## src/rtl/pipe_hazard_ctrl.sv

```systemverilog
// ============================================================================
// pipe_hazard_ctrl : stall/flush sequencer for the 5-stage pipeline
// rev 1.0 : initial release
// ============================================================================
`default_nettype none

module pipe_hazard_ctrl #(
   parameter int MC_LAT = 4,
   parameter int CNT_W  = 16
) (
   input  logic             clk,
   input  logic             rst,
   input  logic [4:0]       id_rs1,
   input  logic [4:0]       id_rs2,
   input  logic             id_use_rs1,
   input  logic             id_use_rs2,
   input  logic [4:0]       ex_rd,
   input  logic             ex_memrd,
   input  logic             ex_mc,
   input  logic             ex_redirect,
   output logic             pc_en,
   output logic             ifid_en,
   output logic             ifid_flush,
   output logic             idex_en,
   output logic             idex_flush,
   output logic             exmem_bubble,
   output logic             mc_done,
   output logic             busy,
   output logic [CNT_W-1:0] stall_cnt,
   output logic [CNT_W-1:0] flush_cnt
);

   localparam logic [1:0] C_ST_RUN     = 2'd0;
   localparam logic [1:0] C_ST_MC_WAIT = 2'd1;
   localparam logic [1:0] C_ST_MC_DONE = 2'd2;
   localparam logic [3:0] C_MC_INIT    = 4'(MC_LAT - 1);

   logic [1:0]       r_state;
   logic [1:0]       w_state_nxt;
   logic [3:0]       r_mc_cnt;
   logic [3:0]       w_mc_cnt_nxt;
   logic [CNT_W-1:0] r_stall_cnt;
   logic [CNT_W-1:0] r_flush_cnt;
   logic             w_load_use;
   logic             w_redirect_ev;

   // x0 is hardwired zero, so a load targeting it never creates a dependency
   assign w_load_use = ex_memrd && (ex_rd != 5'd0) &&
                       ((id_use_rs1 && (id_rs1 == ex_rd)) ||
                        (id_use_rs2 && (id_rs2 == ex_rd)));

   assign w_redirect_ev = !rst && ex_redirect && (r_state != C_ST_MC_WAIT);

   always_ff @(posedge clk) begin
      if (rst) begin
         r_state  <= C_ST_RUN;
         r_mc_cnt <= 4'd0;
      end else begin
         r_state  <= w_state_nxt;
         r_mc_cnt <= w_mc_cnt_nxt;
      end
   end

   always_comb begin
      w_state_nxt  = r_state;
      w_mc_cnt_nxt = r_mc_cnt;
      case (r_state)
         C_ST_RUN: begin
            if (ex_redirect) begin
               w_state_nxt = C_ST_RUN;
            end else if (ex_mc) begin
               w_mc_cnt_nxt = C_MC_INIT;
               w_state_nxt  = (MC_LAT == 1) ? C_ST_MC_DONE : C_ST_MC_WAIT;
            end
         end
         C_ST_MC_WAIT: begin
            w_mc_cnt_nxt = r_mc_cnt - 4'd1;
            if (r_mc_cnt <= 4'd1) begin
               w_state_nxt = C_ST_MC_DONE;
            end
         end
         default: begin
            w_state_nxt = C_ST_RUN;
         end
      endcase
   end

   always_comb begin
      pc_en        = 1'b0;
      ifid_en      = 1'b0;
      ifid_flush   = 1'b0;
      idex_en      = 1'b0;
      idex_flush   = 1'b0;
      exmem_bubble = 1'b0;
      mc_done      = 1'b0;
      busy         = 1'b0;
      if (!rst) begin
         pc_en   = 1'b1;
         ifid_en = 1'b1;
         idex_en = 1'b1;
         case (r_state)
            C_ST_MC_WAIT: begin
               pc_en        = 1'b0;
               ifid_en      = 1'b0;
               idex_en      = 1'b0;
               exmem_bubble = 1'b1;
               busy         = 1'b1;
            end
            default: begin
               mc_done = (r_state == C_ST_MC_DONE);
               busy    = (r_state == C_ST_MC_DONE);
               // ex_mc in MC_DONE is the finishing op itself, not a new one
               if (ex_redirect) begin
                  ifid_flush = 1'b1;
                  idex_flush = 1'b1;
               end else if (ex_mc && (r_state == C_ST_RUN)) begin
                  pc_en        = 1'b0;
                  ifid_en      = 1'b0;
                  idex_en      = 1'b0;
                  exmem_bubble = 1'b1;
               end else if (w_load_use) begin
                  pc_en      = 1'b0;
                  ifid_en    = 1'b0;
                  idex_flush = 1'b1;
               end
            end
         endcase
      end
   end

   always_ff @(posedge clk) begin
      if (rst) begin
         r_stall_cnt <= '0;
         r_flush_cnt <= '0;
      end else begin
         if (!pc_en && (r_stall_cnt != '1)) begin
            r_stall_cnt <= r_stall_cnt + 1'b1;
         end
         if (w_redirect_ev && (r_flush_cnt != '1)) begin
            r_flush_cnt <= r_flush_cnt + 1'b1;
         end
      end
   end

   assign stall_cnt = r_stall_cnt;
   assign flush_cnt = r_flush_cnt;

endmodule

`default_nettype wire

```

## config.mk

```make
export PLATFORM = sky130hd
export DESIGN_NAME = pipe_hazard_ctrl
export DESIGN_NICKNAME = d
export VERILOG_FILES = /design/src/rtl/pipe_hazard_ctrl.sv
export SDC_FILE = /design/constraint.sdc
export NUM_CORES = 1
export LEC_CHECK = 0
export ABC_AREA = 1
export CORE_UTILIZATION = 30
export CTS_CLUSTER_SIZE = 28
export DETAILED_ROUTE_END_ITERATION = 6
export HOLD_SLACK_MARGIN = 0.03
export PLACE_DENSITY = 0.51
export RECOVER_POWER = 25
export SLEW_MARGIN = 40
export SYNTH_ARGS = -nofsm -noshare
export SYNTH_HDL_FRONTEND = slang
export SYNTH_SLANG_ARGS = --single-unit
```

## constraint.sdc

```tcl
create_clock -name clk -period 3.5 [get_ports clk]
set_input_delay 0.7 -clock clk [delete_from_list [all_inputs] [get_ports clk]]
set_output_delay 0.7 -clock clk [all_outputs]
set_load 0.1 [all_outputs]
```

== Yosys cells after proc, flatten, opt, wreduce, memory -nomap -nowiden ==
Index checks and enable logic that the tools add are counted.

* Input port bits: 22
* Logic and storage cells: 68
* Output and inout bits: 40
* Bits in registers: 38

* Reductions and logical operators: 17
* Magnitude comparators: 1
* Equality and inequality tests: 11
* Muxes and demuxes: 32
* $add $sub $neg: 3

{| class="wikitable"
|+ Operator list
! kind !! count
|-
| $add 16x1->16 const B || 2
|-
| $ne 16x16->1 const B || 2
|-
| $mux 1 || 25
|-
| $eq 5x5->1 || 2
|-
| $logic_and 1x1->1 || 9
|-
| $mux 4 || 2
|-
| $pmux 4 s2 || 1
|-
| $mux 2 || 3
|-
| $ne 2x2->1 const B || 3
|-
| $reduce_bool 5->1 || 1
|-
| $le 4x1->1 const B || 1
|-
| $pmux 2 s2 || 1
|-
| $sub 4x1->4 const B || 1
|-
| $ne 3x3->1 const B || 1
|-
| $reduce_and 3->1 || 1
|-
| $eq 2x1->1 const B || 1
|-
| $eq 2x2->1 const B || 1
|-
| $logic_not 1->1 || 2
|-
| $logic_not 2->1 || 1
|-
| $ne 2x1->1 const B || 1
|-
| $reduce_and 2->1 || 1
|-
| $reduce_bool 2->1 || 1
|-
| $logic_or 1x1->1 || 1
|}

== Logic depth before layout (Yosys ltp) ==
* Depth in word-level cells: 11
* Gate-level depth with buffers: 14
* Mapped depth without buffers: 13

== Least setup slack after synthesis ==
No wires, ideal clock.

* Path kind: input-to-output
* Start point: input port ex_redirect
* End point: output port pc_en
* Slack: -1.075 ns
* Required time: 2.800 ns
* Path buffers: 3
* Cell stages on the path: 11
* Arrival time: 3.875 ns
* Cells stage by stage: nor2_1 inv_2 nor2_1 inv_2 nand2_1 nor2_1 nand2_1 buf_4 buf_4 inv_1 buf_4

* Longest elaborated chain between the ends: 3

{| class="wikitable"
|+ RTL lines
! what !! line !! text
|-
| start, declared || 20 || <nowiki>input logic ex_redirect,</nowiki>
|-
| $mux 1 (3 in series) || n/a ||
|-
| end, declared || 21 || <nowiki>output logic pc_en,</nowiki>
|}

No other way between the ends.

== Worst setup path after layout ==
* Start point: input port ex_redirect
* End point: output port ifid_en

* Longest elaborated chain between the ends: 3

{| class="wikitable"
|+ RTL lines
! what !! line !! text
|-
| $mux 1 || 113 || <nowiki>if (ex_redirect) begin</nowiki>
|-
| $mux 1 || 101 || <nowiki>case (r_state)</nowiki>
|-
| $mux 1 || 97 || <nowiki>if (!rst) begin</nowiki>
|-
| end, declared || 22 || <nowiki>output logic ifid_en,</nowiki>
|}

No other way between the ends.

==> results.py <==
metrics = {
    "timing": {
        "setup_viol": 0,
        "period_share_pct": 86.4,
        "worst_slew_pin_slew_ns": 1.18,
        "grt_setup_unrepaired": "false",
        "max_slew_margin_pct": 21.9,
        "clock.fmax_mhz": 331,
        "clock_skew_ns": 0.00663,
        "report.final.slew_viol_count": 0,
        "period_needed_ns": 3.02,
        "final_hold_viol_count": 0,
    },
    "worst_setup_path": {
        "critPathCapture": "ifid_en",
        "critical_path_buf_inv_count": 5,
        "reg2reg_depth": 14,
        "crit-reg2reg-capture": "stall_cnt[11]",
        "critical_path_class": "in2out",
        "critical_path_depth": 10,
        "r2r_start": "r_state[0]",
        "critPathArrivalTime_ns": 2.32,
        "worst-r2r-setup-slack_ns": 1.34,
        "critPathMaxFanout": 3,
        "critical_path.top_delay_family": "buffers and inverters",
        "worst_ep_required_time_ns": 2.80,
        "worst_setup_path_end_kind": "output pin",
        "worst_path_largest_cell_delay_ns": 0.57,
        "worst_setup_path_startpoint": "ex_redirect",
        "crit_path_top_delay_cell": "sky130_fd_sc_hd__dlygate4sd3_1",
        "critical_path.startpoint_type": "input port",
        "critical_path.cell_chain": "dlygate4sd3_1 -> nor2_1 -> inv_2 -> nor2_1 -> inv_2 -> nand2_1 -> nor2_4 -> nand2_1 -> inv_1 -> buf_12",
    },
    "place": {
        "buffer_ports.inserted": 61,
        "hpwlAfterDp_um": 4810,
        "number_of_placed_cells_counting_well_taps": 541,
        "routabilityCongestion": 0.761,
    },
    "pwr": {
        "total_power_w": 0.00108,
        "cellPowerDensity_nw_per_um2": 338,
        "vdd_ir_drop_max_mv": 0.173,
        "static-leakage-power_nw": 1.27,
    },
    "yosys": {
        "post_synth_num_cell_types": 30,
        "most_used_flip_flop_cell_after_synthesis": "sky130_fd_sc_hd__dfxtp_1",
        "synth-compound-area-share_pct": 11.0,
        "synthesis.instances": 383,
        "synth_top_cells_by_count": "sky130_fd_sc_hd__nand2_1, sky130_fd_sc_hd__inv_1, sky130_fd_sc_hd__nor2_1",
        "synth_top_cell_area_share_pct": 30.3,
        "syn_nets": 412,
        "postSynthRegisterBits": 38,
        "yosysTopAreaCell": "sky130_fd_sc_hd__dfxtp_1",
        "synthTopCellsByArea": "sky130_fd_sc_hd__dfxtp_1, sky130_fd_sc_hd__nand2_1, sky130_fd_sc_hd__nand3_1, sky130_fd_sc_hd__inv_1, sky130_fd_sc_hd__nor2_1",
        "synth_top_family_by_area": "simple AND/OR/NAND/NOR gates",
        "synth_enable_flop_cells": 0,
        "synthMostInstantiatedCell": "sky130_fd_sc_hd__nand2_1",
        "synth_async_sr_flop_share_pct": 0,
        "post_synth_mux_area_share_pct": 0,
        "synthAdderAreaFrac_pct": 3.49,
        "syn_avg_cell_area_um2": 6.56,
        "synth_simple_gate_area_share_pct": 36.5,
        "yosys.area_share.xor_xnor_pct": 7.32,
        "syn-cell-area_um2": 2510,
        "yosys_warnings": 0,
        "seq_area_frac_synth_pct": 30.3,
    },
    "layout": {
        "num-nets-final": 472,
        "sequential_cell_area_um2": 761,
        "nFillCells": 900,
        "multi_input_comb_area_um2": 1480,
        "area_delta_synth_final_pct": 27.4,
        "layout-drive-gt1-share_pct": 16.0,
        "antennaDiodeCount": 0,
        "finish.cell_count_without_fillers": 549,
    },
    "clocking": {
        "cts.clk_slew.worst_paths_ns": 0.08,
        "cts_inserted_buffers": 5,
        "cts-hold-fix-buffers": 0,
        "cts.root.buffer_cell": "sky130_fd_sc_hd__clkbuf_8",
        "cts_post_setup_buffers_inserted": 0,
        "deepest_clock_path_buffer_count": 2,
        "cts_h_tree_depth": 2,
        "worst_skew_pair.late_latency_ns": 0.30,
        "cts_tree": "built",
        "cts-resized-gates": 0,
        "clock_sinks": 38,
    },
    "flow_run": {
        "maxCapViolCount": 0,
    },
    "detailed_routing": {
        "drc_errors": 0,
        "detail_route.first_pass.iterations": 4,
        "num_vias": 2514,
        "routed_wl_um": 6230,
        "route.detailed.vias_per_inst": 4.58,
        "detailedRoute.firstIterationViolations": 46,
        "ant_nets": 0,
        "detailed_route_wire_length_per_cell_um": 11.3,
    },
    "floorplanning": {
        "floorplan.die.height_um": 93.5,
        "row_count": 33,
        "die_w_um": 93.5,
        "top_level_ports": 62,
        "start_util_pct": 30.7,
        "fp.dieArea_um2": 8740,
        "core_area_um2": 8180,
    },
    "grt": {
        "largest_net_degree_at_the_start_of_global_routing": 20,
        "grt_pass1_wl_um": 10700,
        "grt_antenna_before_repair": 0,
        "grt_util_all_layers_pct": 15.2,
        "grt_pass1_vias": 2357,
        "grt.overflow.total": 0,
    },
    "status": {
        "status": "finished clean",
    },
    "min_path": {
        "min_path_type": "reg2reg",
    },
}
[how the worst min path moves through the flow]
stage / start / end / slack (ns) / cells after the start
6_report: r_mc_cnt[2] / r_mc_cnt[2] / 0.49 / 2
5_1_grt: r_mc_cnt[2] / r_mc_cnt[2] / 0.53 / 2
4_1_cts: r_mc_cnt[2] / r_mc_cnt[2] / 0.49 / 2
3_5_place_dp: r_mc_cnt[2] / r_mc_cnt[2] / 0.47 / 2
3_3_place_gp: r_state[0] / r_state[0] / 0.47 / 2
2_1_floorplan: r_mc_cnt[2] / r_mc_cnt[2] / 0.45 / 2
[registers in the layout, summed over array words and instances, names as in the netlist]
| name | flops |
|---|---|
| flush_cnt | 16 |
| stall_cnt | 16 |
| r_mc_cnt | 4 |
| r_state | 2 |
[per-layer routing]
| metal | vias up | part of all wire [%] | GRT usage [%] |
|---|---|---|---|
| met1 | 1130 | 46 | 17.9 |
| met3 | 8 | 4.3 | 3.17 |
| met2 | 42 | 49 | 27.9 |
| met4 | 0 | 0.85 | 3.46 |
| li1 | 1334 | - | - |
| met5 | - | 0 | 0 |
[final cells by class]
| class | count | share of cell area [%] |
|---|---|---|
| Timing Repair Buffer | 64 | 16.7 |
| Inverter | 55 | 6.46 |
| Sequential cell | 38 | 23.8 |
| Tap cell | 105 | 4.11 |
| Clock inverter | 3 | 0.665 |
| Multi-Input combinational cell | 279 | 46.2 |
| Clock buffer | 5 | 2.15 |
[power by group]
group          total (W)  leakage (nW)  internal [W]  switching (W)
clock network   0.000314        0.0441      0.000140       0.000173
logic           0.000310         0.920     0.0000979       0.000212
registers       0.000458         0.308      0.000445      0.0000123
[worst reg2reg max path: cells and delay by family, from the launching register on]
kind                     cells  cell delay (ns)
flip-flops                   1             0.33
adder cells (fa/ha/maj)      1             0.19
AND/OR/NAND/NOR              7             0.97
AO/OA/AOI/OAI                1             0.07
buffers and inverters        5             0.49
[stage by stage]
step	instance area, µm²	setup slack, ns	hold slack (ns)	util, %	TNS [ns]
2_1_floorplan	2520	-0.217	0.455	-	-0.217
3_3_place_gp	3250	0.635	0.475	39.8	0
3_5_place_dp	3170	0.594	0.475	38.7	0
4_1_cts	3260	0.588	0.488	39.8	0
5_1_grt	3200	0.352	0.528	39.1	0
6_report	3200	0.477	0.486	39.1	0
[cells in the final DEF, fill, tap and decap left out, types with 2 or more instances in the layout]
| cell type | count |
|---|---|
| sky130_fd_sc_hd__nand2_1 | 85 |
| sky130_fd_sc_hd__inv_1 | 45 |
| sky130_fd_sc_hd__nor2_1 | 44 |
| sky130_fd_sc_hd__dfxtp_1 | 38 |
| sky130_fd_sc_hd__nand3_1 | 37 |
| sky130_fd_sc_hd__a21oi_1 | 29 |
| sky130_fd_sc_hd__clkdlybuf4s50_1 | 20 |
| sky130_fd_sc_hd__clkbuf_1 | 18 |
| sky130_fd_sc_hd__xor2_1 | 15 |
| sky130_fd_sc_hd__buf_2 | 13 |
| sky130_fd_sc_hd__o21ai_0 | 10 |
| sky130_fd_sc_hd__nand2_2 | 10 |
| sky130_fd_sc_hd__inv_2 | 9 |
| sky130_fd_sc_hd__nand4_1 | 8 |
| sky130_fd_sc_hd__a21oi_2 | 8 |
| sky130_fd_sc_hd__buf_12 | 8 |
| sky130_fd_sc_hd__ha_1 | 7 |
| sky130_fd_sc_hd__xnor2_1 | 6 |
| sky130_fd_sc_hd__nor3_1 | 5 |
| sky130_fd_sc_hd__clkbuf_8 | 5 |
| sky130_fd_sc_hd__buf_4 | 4 |
| sky130_fd_sc_hd__nor3_2 | 2 |
| sky130_fd_sc_hd__nor2_2 | 2 |
| sky130_fd_sc_hd__nand3_2 | 2 |
| sky130_fd_sc_hd__nor4_1 | 2 |
| sky130_fd_sc_hd__or2_2 | 2 |
[kinds of logic (layout without fill, tap and decap cells)]
| family | count (synthesis) | after routing |
|---|---|---|
| xor gates and xnor gates | 21 | 21 |
| and+or+nand+nor | 202 | 202 |
| buffers and inverters | 66 | 127 |
| adders and majority gates | 7 | 7 |
| DFF | 38 | 38 |
| AOI/OAI and AO/OA | 49 | 49 |
Note: power is estimated with default switching activity, not from simulation.
==> variant, RTL diff (config.mk and constraints unchanged) <==
Reset style: asynchronous (`rst`), changed in 2 clocked blocks.
--- a/src/rtl/pipe_hazard_ctrl.sv
+++ b/src/rtl/pipe_hazard_ctrl.sv
@@ -51,7 +51,7 @@
 
    assign w_redirect_ev = !rst && ex_redirect && (r_state != C_ST_MC_WAIT);
 
-   always_ff @(posedge clk) begin
+   always_ff @(posedge clk or posedge rst) begin
       if (rst) begin
          r_state  <= C_ST_RUN;
          r_mc_cnt <= 4'd0;
@@ -128,7 +128,7 @@
       end
    end
 
-   always_ff @(posedge clk) begin
+   always_ff @(posedge clk or posedge rst) begin
       if (rst) begin
          r_stall_cnt <= '0;
          r_flush_cnt <= '0;
Function: differs if rst is asserted again (counterexample within 4 cycles, from zero or initial values and one cycle with rst high); with rst held inactive, the same outputs for 10 cycles.
==> variant against the original RTL <==
Core utilization rose by 1.5 points. Cell area fell by 0.90%. Highest routed layer unchanged. Worst setup slack improved by 0.099 ns. Synthesized area fell by 2.3%. Register-to-register slack got worse by 0.03 ns. Via count fell by 5.9%. Sequential cell count did not move. Wire length fell by 3.8%.
Power is not compared: it rests on default switching activity, and its combinational part moved more than twofold at a synthesized area within 25%.
==> variant: results <==
outcome:
  run_status: "finished, final reports clean"
final_layout:
  num-fill-cells: 827
  number_of_nets_in_the_layout: 439
  share_of_post_route_cells_with_drive_strength_above_1_pct: 13.7
  design_area_sq_um: 3170
worst_setup_path:
  timing.rr.end: "flush_cnt[2]"
  crit_fanout: 4
  crit_path_start: "ex_rd[4]"
  worstRegToRegCells: 8
  timing.critical_path.arrival_ns: 2.22
  critPathSlowestCell: "sky130_fd_sc_hd__clkdlybuf4s50_1"
drt:
  met2RoutedLength_mm: 2.85
  m1WireLength_mm: 2.88
  route.detailed.vias_per_inst: 4.62
  drt_first_iter_violations: 47
  routedWlPerCell_um: 11.7
  dr_wl_met3_um: 188
  routed-via-count: 2365
synthesis:
  async_sr_flop_fraction_pct: 100
  yosys.cell_types.count: 21
  seq_area_frac_synth_pct: 38.8
  postSynthNetCount: 375
  yosysTopAreaCell: "sky130_fd_sc_hd__dfrtp_1"
  post_synth_most_frequent_cells: "sky130_fd_sc_hd__nand2_1, sky130_fd_sc_hd__inv_1, sky130_fd_sc_hd__dfrtp_1, sky130_fd_sc_hd__nand3_1, sky130_fd_sc_hd__nor2_1"
grt:
  gr-usage-all-layers_pct: 14.5
  vias_in_the_first_global_route: 2134
  grt_max_degree: 39
  grt_pass1_wl_mm: 9.94
placed_design:
  placed_area_sq_um: 3100
  placed_cells: 505
  place.gp.congestion: 0.803
sta:
  clock-skew-final_ns: 0.00755
variant: cell types whose count changed after synthesis, sizes merged, moves of 8 or more:
cell   change
dfrtp     +38
dfxtp     -38
a21oi     -35
nand2     +15
nor2      -14
nor3      +11
inv        -8
variant: worst register-to-register path: cells and delay by family (launching register included):
| family | cells | cell delay, ns |
|---|---|---|
| buf+inv | 1 | 0.28 |
| xor+xnor | 1 | 0.16 |
| flops | 1 | 0.48 |
| fa+ha+maj | 1 | 0.24 |
| simple gates | 5 | 0.97 |
variant: metal layers:
metal	GRT usage (%)	vias to the layer above
li1	-	1217
met1	19.4	1102
met2	23.6	39
met3	2.87	7
met4	4.17	0
met5	0	-
variant: cells by family after synthesis:
| group | count (synthesis) | share of synthesized area [%] |
|---|---|---|
| compound gates | 20 | 4.29 |
| xor+xnor | 28 | 10.0 |
| fa+ha+maj | 7 | 3.57 |
| buf+inv | 52 | 8.72 |
| flops | 38 | 38.8 |
| simple gates | 201 | 34.6 |
variant: final cells by class:
class	instances	area share (%)
Multi-Input combinational cell	256	41.1
Sequential cell	38	30.0
Clock buffer	7	2.41
Inverter	46	5.80
Tap cell	102	4.03
Timing Repair Buffer	63	16.7
variant: how the worst min path moves through the flow:
stage | from | end | slack (ns) | cells past startpoint
after floorplan | r_state[1] | r_state[1] | 0.48 | 2
final | stall_cnt[15] | stall_cnt[15] | 0.52 | 2
after CTS | stall_cnt[15] | stall_cnt[15] | 0.52 | 2
after detailed placement | stall_cnt[15] | stall_cnt[15] | 0.50 | 2
after global routing | stall_cnt[15] | stall_cnt[15] | 0.53 | 2
after global placement | stall_cnt[15] | stall_cnt[15] | 0.50 | 2
variant: metrics by stage:
stage	power [mW]	hold slack [ns]
global route	2.41	0.531
global placement	2.03	0.501
floorplan	1.72	0.478
finish	2.28	0.518
detailed placement	2.02	0.502
CTS	2.31	0.521
variant: power groups by stage:
stage	combinational (mW)	clock (mW)	sequential, mW
detailed placement	1.35	0	0.671
floorplan	0.562	0	1.16
global route	1.42	0.307	0.683
CTS	1.35	0.300	0.665
global placement	1.36	0	0.673
finish	1.34	0.283	0.665
